**config.mk**
```make
export PLATFORM = sky130hd
export DESIGN_NAME = cfu_output_packer
export DESIGN_NICKNAME = d
export VERILOG_FILES = /design/src/rtl/cfu_output_packer.sv
export SDC_FILE = /design/constraint.sdc
export NUM_CORES = 1
export LEC_CHECK = 0
export CAP_MARGIN = 5
export CORE_UTILIZATION = 56
export CTS_CLUSTER_DIAMETER = 60
export DETAILED_ROUTE_END_ITERATION = 16
export PLACE_DENSITY = 0.86
export RECOVER_POWER = 100
export SYNTH_ARGS = -nofsm -noshare
export SYNTH_HDL_FRONTEND = slang
export SYNTH_SLANG_ARGS = --single-unit
```
**constraint.sdc**
```tcl
create_clock -name clk -period 3.77 [get_ports clk]
set_clock_uncertainty 0.15 [all_clocks]
set_input_delay 1.131 -clock clk [delete_from_list [all_inputs] [get_ports clk]]
set_output_delay 1.131 -clock clk [all_outputs]
set_load 0.02 [all_outputs]
```
**src/rtl/cfu_output_packer.sv**
```systemverilog
// Packs four int8 quantizer results into little-endian 32-bit words behind a 2-entry output FIFO.
// Optional flush of partial words is enabled by defining CFU_PACKER_FLUSH_EN.
module cfu_output_packer (
  input  logic        clk,
  input  logic        rst,
  input  logic        in_valid,
  output logic        in_ready,
  input  logic [31:0] in_data,
  input  logic        flush,
  output logic        out_valid,
  input  logic        out_ready,
  output logic [31:0] out_data,
  output logic [1:0]  lane
);

  logic [1:0]  r_lane;
  logic [23:0] r_asm;
  logic [31:0] r_mem [2];
  logic        r_wr_ptr;
  logic        r_rd_ptr;
  logic [1:0]  r_count;
  logic        r_in_ready;

  logic        w_acc;
  logic        w_pop;
  logic        w_push;
  logic [7:0]  w_byte;
  logic [23:0] w_asm;
  logic [23:0] w_asm_nxt;
  logic [31:0] w_push_data;
  logic [1:0]  w_lane_nxt;
  logic [1:0]  w_count_nxt;
  logic        w_unused;

  assign w_byte = in_data[7:0];

`ifdef CFU_PACKER_FLUSH_EN
  assign w_unused = &{1'b0, in_data[31:8]};
`else
  assign w_unused = &{1'b0, in_data[31:8], flush};
`endif

  always_comb begin
    w_acc       = in_valid & r_in_ready;
    w_pop       = (r_count != 2'd0) & out_ready;
    w_asm       = r_asm;
    w_lane_nxt  = r_lane;
    w_push      = 1'b0;
    w_push_data = {w_byte, r_asm};
    if (w_acc) begin
      case (r_lane)
        2'd0:    w_asm[7:0]   = w_byte;
        2'd1:    w_asm[15:8]  = w_byte;
        2'd2:    w_asm[23:16] = w_byte;
        default: w_asm        = r_asm;
      endcase
      w_lane_nxt = r_lane + 2'd1;
      w_push     = (r_lane == 2'd3);
    end
`ifdef CFU_PACKER_FLUSH_EN
    // Flush sees the assembly after any same-cycle byte; a completed word already left lane 0.
    if (flush && (w_lane_nxt != 2'd0) && (r_count != 2'd2)) begin
      w_push      = 1'b1;
      w_push_data = {8'h00, w_asm};
      w_lane_nxt  = 2'd0;
    end
`endif
    w_asm_nxt   = (w_lane_nxt == 2'd0) ? '0 : w_asm;
    w_count_nxt = r_count + {1'b0, w_push} - {1'b0, w_pop};
  end

  always_ff @(posedge clk) begin
    if (rst) begin
      r_lane     <= '0;
      r_asm      <= '0;
      r_mem      <= '{default: '0};
      r_wr_ptr   <= 1'b0;
      r_rd_ptr   <= 1'b0;
      r_count    <= '0;
      r_in_ready <= 1'b1;
    end else begin
      r_lane  <= w_lane_nxt;
      r_asm   <= w_asm_nxt;
      r_count <= w_count_nxt;
      if (w_push) begin
        r_mem[r_wr_ptr] <= w_push_data;
        r_wr_ptr        <= ~r_wr_ptr;
      end
      if (w_pop) begin
        r_rd_ptr <= ~r_rd_ptr;
      end
      // Stall only when the next byte would complete a word with nowhere to go.
      r_in_ready <= !((w_lane_nxt == 2'd3) && (w_count_nxt == 2'd2));
    end
  end

  assign in_ready  = r_in_ready;
  assign out_valid = (r_count != 2'd0);
  assign out_data  = out_valid ? r_mem[r_rd_ptr] : '0;
  assign lane      = r_lane;

endmodule

```
==> impl_metrics.py, run 1 <==
metrics = {
    "worst_setup_path": {
        "cp.arrival_ns": 1.98,
        "crit_type": "reg2out",
        "path_cells": "buf_12 > mux2i_1 > nor2_1 > dlygate4sd3_1",
        "crit_path_max_fanout": 33,
        "slowest_delay_ns": 0.65,
        "slowest_stage": "dlygate4sd3_1",
        "startpoint_type": "register",
        "required_ns": 2.49,
        "end_kind": "output port",
    },
    "layout": {
        "fin_area_mm2": 0.00463,
        "syn2layout_area_growth_pct": 18.1,
        "drive_gt1_frac": 0.0607,
        "final_util": 0.682,
        "layout.nets": 548,
        "diodes": 0,
    },
    "yosys": {
        "async_flop_share": 0,
        "synth-edff-count": 0,
        "yosysWarnings": 0,
        "synth_common_cells": "129 x nand2_1, 95 x dfxtp_1, 68 x a21oi_1, 58 x nor2_1, 56 x mux2i_1",
        "ys_ff_latch": 95,
        "synth_top_area_cell": "dfxtp_1",
        "ys_seq_area_frac": 0.485,
        "yosysUniqueCellTypes": 27,
        "synth_top_area_share": 0.485,
        "syn_inst": 471,
        "yosys-top-cells-area": "dfxtp_1 48%, mux2i_1 14%, nand2_1 12%",
        "postSynthAreaPerCell_um2": 8.33,
        "synth_fp_nets": 513,
        "synth_area_mm2": 0.00392,
        "ys.flop_type": "dfxtp_1",
        "synth_most_common_cell": "nand2_1",
    },
    "floorplanning": {
        "dieArea_mm2": 0.00735,
        "io_pins": 73,
        "rows": 30,
        "fp.dieW_um": 85.7,
        "core_area_mm2": 0.00679,
        "fp.dieH_um": 85.7,
        "start_util": 0.578,
    },
    "drt": {
        "drt_pass1_iterations": 4,
        "num_vias": 3291,
        "routed_wl_mm": 8.63,
        "ant_nets": 0,
        "remaining_drc_errors": 0,
        "first_iter_violations": 227,
        "via_per_inst": 5.42,
        "drt-wirelength-per-cell_um": 14.2,
    },
    "placement": {
        "pre_cts_ws_ns": 0.524,
        "numPortBuffers": 47,
        "placed_area_mm2": 0.00445,
        "gp_congestion": 0.758,
        "hpwl_mm": 5.44,
    },
    "sta": {
        "tightestPinTransition_ns": 1.60,
        "finalCriticalPeriod_ns": 3.26,
        "fin_crit_sh": 0.864,
        "grt_setup_unrepaired": "false",
        "slew_headroom": -0.0645,
        "slew_viol_final": 38,
        "layout_setup_ws_ns": 0.512,
        "finalHoldViolations": 0,
        "tns_ns": 0,
        "setup_viol": 0,
        "fmax_mhz": 307,
    },
    "pwr": {
        "power_density_mw_per_mm2": 427,
        "p_leak_nw": 1.72,
        "ir_drop_uv": 481,
    },
    "clock_tree": {
        "htree_levels": 3,
        "ctsHoldBuffers": 0,
        "clock-sinks": 95,
        "cts_resized": 0,
        "clk_latency_ns": 0.36,
        "cts_tree": "built",
        "cts_setup_buffers": 0,
        "path_clk_slew_ns": 0.08,
        "cts_buffers": 9,
        "clock-root-buffer": "clkbuf_8",
        "cts_buffer_depth": 2,
    },
    "flow_run": {
        "cap_violations": 1,
    },
    "global_route": {
        "grt_pass1_wl_mm": 14.1,
        "grt_max_degree": 38,
        "grtUsageTotal": 0.247,
        "antenna_found_initial": 0,
        "grt_pass1_vias": 3038,
        "grt-ovfl-total": 0,
    },
    "min_path": {
        "min_path_type": "reg2reg",
    },
    "status": {
        "status": "complete, but fails checks",
        "violations": "max-capacitance violations, max-slew violations",
    },
}
## sequential cells by signal, summed over array words and instances, names as in the netlist
signal / cells
in_ready: 1
lane: 2
r_asm: 24
r_count: 2
r_mem: 64
r_rd_ptr: 1
r_wr_ptr: 1
## metrics by stage
stage                     power (W)  cells  hold WS [ns]
after floorplan             0.00127    471         0.286
after global placement      0.00136    591         0.290
after detailed placement    0.00137    591         0.296
after CTS                   0.00199    607         0.307
after global routing        0.00205    607         0.327
final                       0.00198    607         0.307
## area by class of cell
| cell class | instances | area, um2 |
|---|---|---|
| fill | 562 | 2160 |
| sequential | 95 | 1900 |
| multi-input combinational | 340 | 1870 |
| timing repair buffer | 57 | 541 |
| clock buffer | 12 | 165 |
| tap | 96 | 120 |
| clock inverter | 4 | 28.8 |
| inverter | 3 | 11.3 |
## logic make-up (layout without fill, tap and decap cells)
logic type,Yosys count,after routing,synth area share
buffers and inverters,36,76,0.0405
adders and majority gates,5,5,0.0159
AOI/OAI and AO/OA,74,74,0.0995
and+or+nand+nor,202,202,0.210
muxes,56,56,0.143
xor gates and xnor gates,3,3,0.00670
DFF,95,95,0.485
## metal layers
| metal | vias to the layer above | wire length, um | global-route usage |
|---|---|---|---|
| met5 | - | 0 | 0 |
| met4 | 0 | 210 | 0.108 |
| li1 | 1619 | - | - |
| met3 | 19 | 395 | 0.0510 |
| met2 | 101 | 4220 | 0.412 |
| met1 | 1552 | 3800 | 0.312 |
## cells in the final DEF (no fill, tap or decap), types with 2 or more instances in the layout
cell	instances
a21bo_2	2
a21oi_1	68
and4b_1	2
buf_4	5
clkbuf_1	2
clkbuf_2	3
clkbuf_8	12
clkdlybuf4s50_1	10
clkinvlp_4	2
dfxtp_1	94
dlygate4sd3_1	36
ha_1	5
inv_1	3
mux2i_1	56
nand2_1	129
nand3_1	4
nor2_1	57
xor2_1	3
## power breakdown
group          internal [W]  switching, W  leakage (nW)  total [W]
registers           0.00102     0.0000182         0.767    0.00104
clock network      0.000294      0.000344        0.0946   0.000638
logic              0.000117      0.000185         0.863   0.000302
## worst max-delay path: cells and delay by family (launching register included)
family | cells | cell delay (ns)
buf+inv | 2 | 0.90
simple gates | 1 | 0.06
mux | 1 | 0.31
flops | 1 | 0.35
## final timing paths
path,to,cells past startpoint,slack [ns],start
worst max register to register,in_ready,6,1.45,in_ready
worst min register to register,r_mem[63],2,0.31,r_mem[63]
worst min-delay path,r_mem[63],2,0.31,r_mem[63]
worst max-delay path,out_data[17],4,0.51,r_rd_ptr
Note: power is estimated with default switching activity, not from simulation.
==> inputs of run 2 (changes only) <==
Settings changed: CTS_CLUSTER_SIZE set to 10.
==> results of run 2 <==
Final layout, timing and power as in run 1 (identical DEF).
